<file path="config.mk">
export PLATFORM = sky130hd
export DESIGN_NAME = snake_dir_ctrl
export DESIGN_NICKNAME = d
export VERILOG_FILES = /design/src/rtl/snake_dir_ctrl.sv
export SDC_FILE = /design/constraint.sdc
export NUM_CORES = 1
export LEC_CHECK = 0
export ABC_CLOCK_PERIOD_IN_PS = 3360
export BUFFER_PORTS_ARGS = -buffer_cell sky130_fd_sc_hd__buf_2
export CAP_MARGIN = 20
export CORE_ASPECT_RATIO = 1.25
export CORE_MARGIN = 3
export CORE_UTILIZATION = 25
export DETAILED_ROUTE_END_ITERATION = 8
export PLACE_DENSITY = 0.36
export SLEW_MARGIN = 20
export SYNTH_ARGS = -nofsm -noshare
export SYNTH_HDL_FRONTEND = slang
export SYNTH_SLANG_ARGS = --single-unit
</file>
<file path="constraint.sdc">
create_clock -name clk -period 3.36 [get_ports clk]
set_input_delay 1.008 -clock clk [delete_from_list [all_inputs] [get_ports clk]]
set_output_delay 1.008 -clock clk [all_outputs]
set_load 0.005 [all_outputs]
</file>
<file path="src/rtl/snake_dir_ctrl.sv">
// snake_dir_ctrl
// Turns the four raw active-low push buttons into a registered snake heading
// for the game FSM. Each key is synchronised (2 flops), debounced, and
// edge-detected into a one-cycle press event. Press events pass a legality
// filter (no duplicate, no 180 degree reversal) and go into a small circular
// queue of pending turns; the game FSM pops one turn per step pulse.
//
// Ports:
//   clk          system clock
//   rst_n        asynchronous active-low reset
//   key_n[3:0]   raw buttons, active low, {LEFT,UP,DOWN,RIGHT}
//   step         one-cycle pulse: snake advances, consume one pending turn
//   clear        synchronous restart (keeps the key synchronisers)
//   dir[1:0]     current heading: 00 RIGHT, 01 LEFT, 10 UP, 11 DOWN
//   pending[2:0] number of queued turns, 0..DEPTH
//   dir_changed  one-cycle pulse when dir takes a new value
//   press_drop   one-cycle pulse when a detected press is discarded
//
// Handshake: there is no backpressure. step is a single-cycle strobe sampled
// on every rising edge; the turn it consumes is visible on dir after that
// edge, together with the dir_changed pulse.
module snake_dir_ctrl #(
    parameter int unsigned DEBOUNCE_CYCLES = 500000,
    parameter int unsigned DEPTH           = 2,
    parameter logic [1:0]  INIT_DIR        = 2'b00
) (
    input  logic       clk,
    input  logic       rst_n,
    input  logic [3:0] key_n,
    input  logic       step,
    input  logic       clear,
    output logic [1:0] dir,
    output logic [2:0] pending,
    output logic       dir_changed,
    output logic       press_drop
);

    // Counter runs 0..DEBOUNCE_CYCLES-1; the level flips on the cycle that
    // would make it reach DEBOUNCE_CYCLES.
    localparam int unsigned   CW       = (DEBOUNCE_CYCLES > 1) ? $clog2(DEBOUNCE_CYCLES) : 1;
    localparam logic [CW-1:0] CNT_LAST = CW'(DEBOUNCE_CYCLES - 1);
    localparam logic [2:0]    DEPTH_L  = 3'(DEPTH);
    localparam logic [1:0]    PTR_LAST = 2'(DEPTH - 1);

    logic [3:0]    r_sync1;
    logic [3:0]    r_sync2;
    logic [3:0]    r_deb;      // debounced level, active high
    logic [3:0]    r_deb_d;    // previous debounced level for edge detection
    logic [3:0]    r_press;    // registered press events
    logic [CW-1:0] r_cnt [4];

    logic [1:0]    r_q [4];
    logic [1:0]    r_rd;
    logic [1:0]    r_wr;
    logic [2:0]    r_count;
    logic [1:0]    r_dir;
    logic          r_dir_changed;
    logic          r_press_drop;

    logic [3:0]    w_lvl;
    logic [1:0]    w_tail;
    logic [1:0]    w_ref;
    logic [1:0]    w_cand;
    logic          w_cand_ok;
    logic [1:0]    w_code;
    logic          w_legal;
    logic          w_any_ev;
    logic          w_room;
    logic          w_push;
    logic          w_pop;
    logic          w_drop;

    function automatic logic [1:0] key_code(input int idx);
        case (idx)
            3:       return 2'b01;  // LEFT
            2:       return 2'b10;  // UP
            1:       return 2'b11;  // DOWN
            default: return 2'b00;  // RIGHT
        endcase
    endfunction

    function automatic logic [1:0] ptr_next(input logic [1:0] p);
        return (p == PTR_LAST) ? 2'd0 : p + 2'd1;
    endfunction

    // Synchronisers hold the raw active-low value; clear leaves them alone.
    always_ff @(posedge clk or negedge rst_n) begin
        if (!rst_n) begin
            r_sync1 <= 4'hF;
            r_sync2 <= 4'hF;
        end else begin
            r_sync1 <= key_n;
            r_sync2 <= r_sync1;
        end
    end

    assign w_lvl = ~r_sync2;

    always_ff @(posedge clk or negedge rst_n) begin
        if (!rst_n) begin
            r_deb   <= '0;
            r_deb_d <= '0;
            r_press <= '0;
            for (int i = 0; i < 4; i++) r_cnt[i] <= '0;
        end else if (clear) begin
            r_deb   <= '0;
            r_deb_d <= '0;
            r_press <= '0;
            for (int i = 0; i < 4; i++) r_cnt[i] <= '0;
        end else begin
            r_deb_d <= r_deb;
            r_press <= r_deb & ~r_deb_d;
            for (int i = 0; i < 4; i++) begin
                if (w_lvl[i] == r_deb[i]) begin
                    r_cnt[i] <= '0;
                end else if (r_cnt[i] == CNT_LAST) begin
                    r_cnt[i] <= '0;
                    r_deb[i] <= w_lvl[i];
                end else begin
                    r_cnt[i] <= r_cnt[i] + CW'(1);
                end
            end
        end
    end

    // New presses are judged against the last queued turn, or the live
    // heading when nothing is queued.
    assign w_tail = (r_wr == 2'd0) ? PTR_LAST : r_wr - 2'd1;
    assign w_ref  = (r_count != 3'd0) ? r_q[w_tail] : r_dir;

    // Among simultaneous presses the highest-priority legal one wins
    // (LEFT>UP>DOWN>RIGHT). If none is legal, the highest-priority press is
    // the one reported as dropped; the others vanish silently.
    always_comb begin
        w_cand    = 2'b00;
        w_cand_ok = 1'b0;
        w_code    = 2'b00;
        w_legal   = 1'b0;
        for (int i = 0; i < 4; i++) begin
            w_code  = key_code(i);
            w_legal = (w_code != w_ref) &&
                      !((w_code[1] == w_ref[1]) && (w_code[0] != w_ref[0]));
            if (r_press[i]) begin
                if (w_legal) begin
                    w_cand    = w_code;
                    w_cand_ok = 1'b1;
                end else if (!w_cand_ok) begin
                    w_cand = w_code;
                end
            end
        end
    end

    assign w_any_ev = |r_press;
    assign w_room   = (r_count < DEPTH_L) || step;
    assign w_push   = w_any_ev && w_cand_ok && w_room;
    assign w_drop   = w_any_ev && !w_push;
    assign w_pop    = step && (r_count != 3'd0);

    always_ff @(posedge clk or negedge rst_n) begin
        if (!rst_n) begin
            r_dir         <= INIT_DIR;
            r_rd          <= '0;
            r_wr          <= '0;
            r_count       <= '0;
            r_dir_changed <= 1'b0;
            r_press_drop  <= 1'b0;
            for (int i = 0; i < 4; i++) r_q[i] <= '0;
        end else if (clear) begin
            r_dir         <= INIT_DIR;
            r_rd          <= '0;
            r_wr          <= '0;
            r_count       <= '0;
            r_dir_changed <= 1'b0;
            r_press_drop  <= 1'b0;
        end else begin
            r_dir_changed <= w_pop;
            r_press_drop  <= w_drop;
            // Pop reads the pre-edge head, so a same-edge push into a full
            // queue safely reuses the freed slot.
            if (w_pop) begin
                r_dir <= r_q[r_rd];
                r_rd  <= ptr_next(r_rd);
            end
            if (w_push) begin
                r_q[r_wr] <= w_cand;
                r_wr      <= ptr_next(r_wr);
            end
            r_count <= r_count + 3'(w_push) - 3'(w_pop);
        end
    end

    assign dir         = r_dir;
    assign pending     = r_count;
    assign dir_changed = r_dir_changed;
    assign press_drop  = r_press_drop;

endmodule

</file>
==> summary.md, run 1 <==
| Metric | Value |
|---|---|
| Mapped Avg Cell Area | `10.4 sq um` |
| Max Cap Viol | `0` |
| Seq/Total Area, Yosys | `0.539` |
| Net count, final | `553` |
| CP max stage cell | `dfrtp_1` |
| CP arrival | `3.06 ns` |
| Post-DR vias/cell | `4.35` |
| Chip width | `137 um` |
| Syn-to-layout area delta | `18.8%` |
| Main synth FF type | `dfrtp_1` |
| Asr flop ratio synth | `1.00` |
| Worst Path Max Fanout | `7` |
| Slowest stage delay, CP | `0.42 ns` |
| Chip height | `170 um` |
| Die footprint | `23,200 sq um` |
| Fin crit share | `0.829` |
| 1st-iter DRT viols | `89` |
| Worst-path cell chain | `mux2_4 -> a211o_4 -> a21o_4 -> nand2_1 -> inv_1 -> ha_1 -> inv_1 -> ha_1 -> inv_1 -> fa_1 -> xnor2_1 -> nor2_1` |
| Post-route design area | `6360 sq um` |
| Initial Util | `0.255` |
| Detail Placement HPWL | `6950 um` |
| Bufs and invs on worst path | `3` |
| Tot GR Track Use | `0.0999` |
| Yosys reg bits | `115` |
| Placement Cell Area | `5740 sq um` |
| Longest Clk Path Bufs | `2` |
| Largest net degree at the start of global routing | `53` |
| Routed Antenna Nets | `0` |
| Placed Cells | `792` |
| CP dominant cell by count | `inv_1` |
| Gpl congestion | `0.704` |
| Startpoint Class | `register` |
| Top cells by area, synth | `dfrtp_1, nor2_1, xor2_1` |
| Final Non-Filler Cells | `824` |
| Avg WL per Cell | `12.6 um` |
| Cells after Synth | `514` |
| Setup CP Type | `register to register` |
| Routed wire length | `10,400 um` |
| Num Clock Sinks | `115` |
| Vias | `3,582` |
| Hold-fix buffers, CTS | `0` |
| Core Util, Final | `0.303` |
| CTS tree | `yes` |
| Vias in the first global route | `3,841` |
| Clk_lat worst skew | `0.41 ns` |
| TNS Setup | `0 ns` |
| Rel. slew slack | `0.502` |
| Drt pass-1 iters | `4` |
| Post-synth top area cell | `dfrtp_1` |
| Setup violators final | `0` |
| CTS root buf | `clkbuf_16` |
| H-tree Lvls | `4` |
| Port buffer count | `14` |
| Ant diodes | `0` |
| Layout cells sized above 1 | `0.129` |
| Yosys top cell area share | `0.500` |
| Mapped cell area | `5350 sq um` |
| Core ar. | `21,000 sq um` |
| Final Total Pwr | `0.00364 W` |
| EDFF count, synth | `0` |
| CP top delay family | `adder cells` |
| Initial antenna violation count | `0` |
| RSZ-0062 raised after global routing | `no` |
| First-pass GRT wire length | `18,400 um` |
| Syn Nets | `530` |
| Num rows | `59` |
| Yosys warns | `0` |
| Fmax | `359 MHz` |
| Post-route DRC | `0` |
| Final Hold Fails | `0` |
| Status | `finished, final reports clean` |
| TritonCTS Buffers | `17` |
| Worst Setup End Kind | `register` |
| Leak pwr | `2.69 nW` |
| Hold crit path type | `register to register` |
| CP required | `3.63 ns` |
| Final min period | `2.78 ns` |
| Fin Clk Skew | `0.00901 ns` |
| Pwr dens | `572 nW/um^2` |
| I/O pins | `15` |
| Cell variety after synth | `45` |
| Final Max Tran Viols | `0` |
| Measured slew at the worst slew-check pin | `0.741 ns` |
| CTS-repair resized insts | `0` |
| Worst-path clk slew | `0.05 ns` |
| Setup repair bufs after CTS | `0` |
| VDD IR max | `0.252 mV` |
| GR Overflow Total | `0` |
-- where the power goes --
group	total [W]	internal, W	switching, W
Sequential	0.00147	0.00143	0.0000396
Combinational	0.000297	0.000127	0.000170
Clock	0.00187	0.00126	0.000615
-- cell families after synthesis --
logic type,count (synthesis),share of synthesized area
adders and majority gates,8,0.0201
buffers and inverters,30,0.0234
muxes,12,0.0292
xor gates and xnor gates,74,0.121
DFF,115,0.539
AOI/OAI and AO/OA,22,0.0308
and+or+nand+nor,253,0.236
-- cells in the mapped netlist, types with 4 or more instances --
cell type  count
dfrtp_1      107
nor2_1       101
xor2_1        38
xnor2_1       36
nand3_1       30
nand2_1       28
inv_1         18
and3_1        14
nand4_1       14
nor3_1        12
nor2b_1       11
and4_1        10
dfstp_2        8
a21oi_1        7
buf_2          7
ha_1           7
nor4_1         7
nand2b_1       6
nor4b_1        5
clkbuf_1       4
mux2_2         4
mux2i_1        4
nor3b_1        4
o21ai_0        4
-- cell type report --
cell class | count | area [sq um]
Inverter | 18 | 67.6
Timing Repair Buffer | 16 | 100
Tap cell | 274 | 343
Clock inverter | 9 | 125
Clock buffer | 23 | 498
Fill cell | 2188 | 14600
Multi-Input combinational cell | 369 | 2340
Sequential cell | 115 | 2890
-- stage by stage --
step                      worst slack, ns  hold WS (ns)
after global placement              0.361         0.347
after floorplan                     0.616         0.345
after CTS                           0.559         0.359
after global routing                0.357         0.357
final                               0.576         0.357
after detailed placement            0.319         0.347
-- cells in the final DEF (no fill, tap or decap), types with 2 or more instances in the layout --
cell and n:
a21boi_2 2, xor2_1 38, nor4b_1 5, mux2_2 4, nand4_1 14, nor2b_1 11, nand2b_1 6, nor2_1 101
nor3_1 12, clkinvlp_4 2, a21oi_1 7, dfrtp_1 107, and4_1 10, inv_1 18, bufinv_16 3, a21oi_2 2
clkinv_2 4, nor4_1 7, nand3_1 30, nand2_1 28, clkbuf_8 5, mux2i_1 4, mux4_2 2, a22o_1 2
ha_1 7, o22ai_1 2, and3_1 14, o21ai_0 4, dfstp_2 8, nor3b_1 4, xnor2_1 36, clkbuf_16 17
buf_2 13, or2_2 2, buf_4 2, or3_1 2
-- final timing paths --
path                                  from  depth (start not counted)  slack, ns    endpoint
max in group asynchronous            rst_n                          2       1.98  r_sync2[0]
worst max register to register     r_wr[1]                         12       0.58  pending[2]
worst min register to register  r_sync1[3]                          0       0.36  r_sync2[3]
worst min-delay path            r_sync1[3]                          0       0.36  r_sync2[3]
worst max-delay path               r_wr[1]                         12       0.58  pending[2]
min in group asynchronous            rst_n                          1       0.57   r_cnt[45]
-- routing by layer --
metal / track usage / wire length [um]
met3: 0.0264 / 240
met5: 0 / 0
met1: 0.121 / 4790
met4: 0.0477 / 199
met2: 0.165 / 5140
-- sequential cells by signal, summed over array words and instances (netlist names) --
signal and cells:
dir 2, dir_changed 1, pending 3, press_drop 1, r_cnt 76, r_deb 4, r_deb_d 4, r_press 4
r_q 8, r_rd 2, r_sync1 4, r_sync2 4, r_wr 2
-- worst register-to-register path: stages (launching register included) --
cell,delay [ns]
dfrtp_1,0.42
mux2_4,0.32
a211o_4,0.38
a21o_4,0.25
nand2_1,0.14
inv_1,0.07
ha_1,0.28
inv_1,0.05
ha_1,0.13
inv_1,0.04
fa_1,0.37
xnor2_1,0.14
nor2_1,0.05
(Power assumes the default switching activity.)
==> inputs of run 2 (changes only) <==
Settings changed: ABC_CLOCK_PERIOD_IN_PS 3360 to 2520, PLACE_DENSITY 0.36 to 0.37.
Clock period 3.36 ns to 2.52 ns, I/O delays scaled along.
==> run 2 against run 1 <==
First-iteration DRC count up 44%; hold slack worse by 0.12 ns; global-route usage grew 0.27 points.
==> summary.md, run 2 (synthesized netlist as in run 1, its figures left out) <==
| Metric | Value |
|---|---|
| Avg WL per Cell | `13.0 um` |
| CP max stage cell | `dfrtp_1` |
| Reg power frac | `0.403` |
| CP required | `2.80 ns` |
| Most flop-heavy register | `r_cnt` |
| Met3 usage | `0.0258` |
| CTS tree | `yes` |
| CP arrival | `2.73 ns` |
| GR Overflow Total | `0` |
| Internal power | `0.00372 W` |
| Final Hold Fails | `0` |
| Leak pwr | `2.73 nW` |
| Final Max Tran Viols | `0` |
| Pwr dens | `755 nW/um^2` |
| Final min period | `2.45 ns` |
| Num rows | `59` |
| H-tree Lvls | `4` |
| Hold crit path type | `input port to asynchronous set/reset pin` |
| Sw Ratio | `0.238` |
| Core Util, Final | `0.308` |
| Initial antenna violation count | `0` |
| Measured slew at the worst slew-check pin | `0.759 ns` |
| Routed wire length | `10,800 um` |
| Worst-path cell chain | `mux2_4 -> a211o_4 -> a21o_4 -> nand2_4 -> inv_2 -> ha_4 -> inv_2 -> ha_4 -> inv_2 -> fa_2 -> xnor2_2 -> nor2_1` |
| Combinational share of power | `0.106` |
| Setup CP Type | `register to register` |
| GR Layer Usage met2 | `0.178` |
| Largest net degree at the start of global routing | `57` |
| Rel. slew slack | `0.490` |
| Commonest non-fill, non-tap cell in the layout | `dfrtp_1` |
| Die footprint | `23,200 sq um` |
| Vias in the first global route | `3,968` |
| Gpl congestion | `0.730` |
| CP dominant cell by count | `inv_2` |
| Net Sw Power | `0.00116 W` |
| Max Cap Viol | `0` |
| Tot GR Track Use | `0.103` |
| Vias | `3,636` |
| Num Clock Sinks | `115` |
| Filler cells | `2,172` |
| VDD IR max | `0.348 mV` |
| Worst Setup End Kind | `register` |
| Fmax | `408 MHz` |
| First-pass GRT wire length | `19,000 um` |
| Slowest stage delay, CP | `0.39 ns` |
| Pre-CTS setup slack | `0.0337 ns` |
| Worst-path clk slew | `0.06 ns` |
| Register area | `2890 sq um` |
| Fin crit share | `0.973` |
| I/O pins | `15` |
| Clk_lat worst skew | `0.40 ns` |
| Worst Path Max Fanout | `2` |
| Port buffer count | `14` |
| Final worst slack | `0.0673 ns` |
| Detail Placement HPWL | `7370 um` |
| Chip height | `170 um` |
| Clock group share of total power | `0.491` |
| Final Total Pwr | `0.00488 W` |
| Core ar. | `21,000 sq um` |
| Layout cells sized above 1 | `0.159` |
| Initial Util | `0.255` |
| Routed Antenna Nets | `0` |
| Ant diodes | `0` |
| 1st-iter DRT viols | `128` |
| CTS root buf | `clkbuf_16` |
| TritonCTS Buffers | `17` |
| Status | `finished, final reports clean` |
| Net count, final | `563` |
| Area of the multi-input gates | `2390 sq um` |
| Most frequent cells in the layout | `dfrtp_1, nor2_1, xor2_1, xnor2_1, nand3_1` |
| Flip-flop count of the largest register after layout | `76` |
| Drt pass-1 iters | `4` |
| GR Layer Usage met1 | `0.120` |
| Post-route DRC | `0` |
| Largest regs | `r_cnt x76, r_q x8` |
| Setup violators final | `0` |
| Top Usage Layer GRT | `met2` |
| Fin Clk Skew | `0.00820 ns` |
| Longest Clk Path Bufs | `2` |
| Chip width | `137 um` |
| Post-DR vias/cell | `4.36` |
| Startpoint Class | `register` |
| Syn-to-layout area delta | `20.8%` |
run 2: changes by cell type in the layout (fill, tap and decap cells not counted), sizes merged:
cell	before	now
buf	16	26
clkbuf	23	21
clkinv	4	6
run 2: layout make-up:
cell class	count	area share
sequential	115	0.447
timing repair buffer	26	0.0290
multi-input combinational	369	0.370
clock inverter	11	0.0209
inverter	18	0.0104
clock buffer	21	0.0697
tap	274	0.0530
run 2: routing by layer:
metal	part of all wire	up-vias
met3	0.025	10
met4	0.014	0
li1	-	1792
met5	0	-
met2	0.52	36
met1	0.44	1798
run 2: power groups by stage:
stage	clock, W	sequential (W)	combinational (W)
2_1_floorplan	0	0.00199	0.000303
3_3_place_gp	0	0.00199	0.000475
3_5_place_dp	0	0.00199	0.000484
4_1_cts	0.00249	0.00196	0.000486
5_1_grt	0.00259	0.00198	0.000586
6_report	0.00240	0.00197	0.000517
run 2: timing repair:
| item | CTS | global route |
|---|---|---|
| resized for setup | 0 | 3 |
| endpoints found under the setup margin | 0 | 2 |
| hold buffers | 0 | 0 |
| hold endpoints to repair | 0 | 0 |
| setup buffers | 0 | 0 |
run 2: worst paths after layout:
path	slack (ns)	from	cells after the start	endpoint
min in group clk	0.36	r_sync1[3]	0	r_sync2[3]
worst min-delay path	0.23	rst_n	1	r_cnt[11]
worst min register to register	0.36	r_sync1[3]	0	r_sync2[3]
worst max register to register	0.07	r_wr[1]	12	pending[2]
worst max-delay path	0.07	r_wr[1]	12	pending[2]
max in group asynchronous	1.69	rst_n	2	r_cnt[26]
run 2: worst max-delay path, delay by kind of cell, from the launching register on:
| family | cells | cell delay (ns) |
|---|---|---|
| AO/OA/AOI/OAI | 2 | 0.56 |
| XOR/XNOR | 1 | 0.16 |
| adder cells (fa/ha/maj) | 3 | 0.67 |
| buffers and inverters | 3 | 0.13 |
| flip-flops | 1 | 0.39 |
| multiplexers | 1 | 0.31 |
| AND/OR/NAND/NOR | 2 | 0.12 |
run 2: metrics by stage:
step	instances	hold WS, ns	area (sq um)	TNS (ns)
2_1_floorplan	514	0.345	5390	0
3_3_place_gp	802	0.347	5860	0
3_5_place_dp	802	0.349	5860	0
4_1_cts	834	0.219	6450	0
5_1_grt	834	0.230	6470	-0.0256
6_report	834	0.233	6470	0
==> inputs of run 3 (changes only) <==
Settings changed: CORE_UTILIZATION 25 to 46, PLACE_DENSITY 0.37 to 0.61.
==> run 3 against run 2 <==
Setup slack improved by 0.015 ns; fmax increased by 0.62%; critical path depth did not move; routed wire length is 12% lower; clock-buffer cell count rose by 3; register-to-register slack gained 0.02 ns; clock power shrank 11%; die area is 44% lower; final cell count down 16%; largest power group unchanged.
==> summary.md, run 3 (synthesized netlist as in run 1, its figures left out) <==
| Metric | Value |
|---|---|
| Post-route DRC | `0` |
| Largest regs | `r_cnt x76, r_q x8` |
| Setup repair bufs after CTS | `0` |
| Num rows | `43` |
| Flip-flop count of the largest register after layout | `76` |
| CP max stage cell | `fa_2` |
| H-tree Lvls | `4` |
| Fin Clk Skew | `0.00894 ns` |
| Sw Ratio | `0.238` |
| Post-DR vias/cell | `5.22` |
| Routed Antenna Nets | `0` |
| Reg power frac | `0.423` |
| Leak pwr | `2.71 nW` |
| Fin crit share | `0.967` |
| Fmax | `410 MHz` |
| Layout cells sized above 1 | `0.153` |
| Register area | `2890 sq um` |
| Hold_ws | `0.200 ns` |
| Total stage count of the critical path | `12` |
| CTS tree | `yes` |
| Largest net degree at the start of global routing | `52` |
| GR Overflow Total | `0` |
| CTS root buf | `clkbuf_16` |
| Most frequent cells in the layout | `dfrtp_1, nor2_1, xor2_1, xnor2_1, nand3_1` |
| Clock group share of total power | `0.465` |
| Final Hold Fails | `0` |
| Syn-to-layout area delta | `16.5%` |
| Detail Placement HPWL | `6380 um` |
| Worst-path cell chain | `mux2_4 -> a211o_4 -> buf_4 -> nand2_4 -> nand2_4 -> inv_2 -> ha_4 -> inv_2 -> ha_4 -> inv_2 -> fa_2 -> nor2_1` |
| Initial Util | `0.476` |
| VDD IR max | `0.403 mV` |
| Clk_lat worst skew | `0.41 ns` |
| CP dominant cell by count | `inv_2` |
| Final worst slack | `0.0823 ns` |
| Commonest non-fill, non-tap cell in the layout | `dfrtp_1` |
| Tot GR Track Use | `0.167` |
| CP top delay family | `adder cells` |
| Net count, final | `566` |
| Pwr dens | `739 nW/um^2` |
| Status | `finished, final reports clean` |
| Chip width | `102 um` |
| Net Sw Power | `0.00110 W` |
| CP arrival | `2.72 ns` |
| Core ar. | `11,200 sq um` |
| Worst Setup End Kind | `register` |
| Rel. slew slack | `0.497` |
| Gpl congestion | `0.802` |
| RSZ-0062 raised after global routing | `no` |
| Bufs and invs on worst path | `4` |
| Setup violators final | `0` |
| CTS-repair resized insts | `0` |
| Hold-fix buffers, CTS | `0` |
| Vias in the first global route | `3,787` |
| Most flop-heavy register | `r_cnt` |
| Final Max Tran Viols | `0` |
| Reg2reg path depth | `12` |
| Worst-path clk slew | `0.05 ns` |
| Drt pass-1 iters | `4` |
| Initial antenna violation count | `0` |
| Pre-CTS setup slack | `0.0737 ns` |
| Startpoint Class | `register` |
| CP required | `2.80 ns` |
| Vias | `3,642` |
| Die footprint | `13,000 sq um` |
| Avg WL per Cell | `13.6 um` |
| TNS Setup | `0 ns` |
| Measured slew at the worst slew-check pin | `0.748 ns` |
| Num Clock Sinks | `115` |
| Setup CP Type | `register to register` |
| First-pass GRT wire length | `17,100 um` |
| Combinational share of power | `0.112` |
| Longest Clk Path Bufs | `2` |
| Area of the multi-input gates | `2380 sq um` |
| Chip height | `127 um` |
| Hold crit path type | `input port to asynchronous set/reset pin` |
| Worst Path Max Fanout | `6` |
| Port buffer count | `14` |
| Slowest stage delay, CP | `0.51 ns` |
| Ant diodes | `0` |
| Max Cap Viol | `0` |
| Routed wire length | `9510 um` |
| TritonCTS Buffers | `17` |
| 1st-iter DRT viols | `196` |
| Filler cells | `952` |
| Final min period | `2.44 ns` |
| Internal power | `0.00352 W` |
| I/O pins | `15` |
==> run 3: metal layers <==
layer	GRT usage	up-vias	routed length, um
met4	0.0734	0	246
li1	-	1805	-
met5	0	-	0
met2	0.263	55	4540
met3	0.0539	22	309
met1	0.209	1760	4420
==> run 3: area by class of cell <==
type / instances / share of cell area
sequential: 115 / 0.463
multi-input combinational: 369 / 0.381
clock buffer: 24 / 0.0740
timing repair buffer: 29 / 0.0337
tap: 135 / 0.0271
inverter: 18 / 0.0108
clock inverter: 8 / 0.0104
==> run 3: worst reg2reg max path, stage by stage (launching register included) <==
cell and delay, ns:
dfrtp_1 0.38, mux2_4 0.31, a211o_4 0.33, buf_4 0.16, nand2_4 0.07, nand2_4 0.05
inv_2 0.06, ha_4 0.19, inv_2 0.06, ha_4 0.12, inv_2 0.03, fa_2 0.51
nor2_1 0.04
==> run 3: power by group through the flow <==
stage,registers (W),logic [W],clock network (W)
after floorplan,0.00199,0.000303,0
after global placement,0.00198,0.000498,0
after detailed placement,0.00198,0.000522,0
after CTS,0.00195,0.000525,0.00220
after global routing,0.00196,0.000584,0.00228
final,0.00195,0.000515,0.00214
==> run 3: metrics by stage <==
step	util	std cells	power [W]	area, sq um
after floorplan	-	514	0.00229	5390
after global routing	0.555	698	0.00482	6240
after detailed placement	0.508	666	0.00250	5710
after global placement	0.508	666	0.00248	5710
final	0.555	698	0.00461	6240
after CTS	0.555	698	0.00468	6240
==> run 3: final timing paths <==
check / startpoint / to / slack, ns
setup / recovery: r_wr[1] / pending[1] / 0.08
hold / removal: rst_n / r_cnt[46] / 0.20
setup reg to reg: r_wr[1] / pending[1] / 0.08
hold reg to reg: r_sync1[3] / r_sync2[3] / 0.36
max in group asynchronous: rst_n / r_sync1[1] / 1.74
min in group clk: r_sync1[3] / r_sync2[3] / 0.36
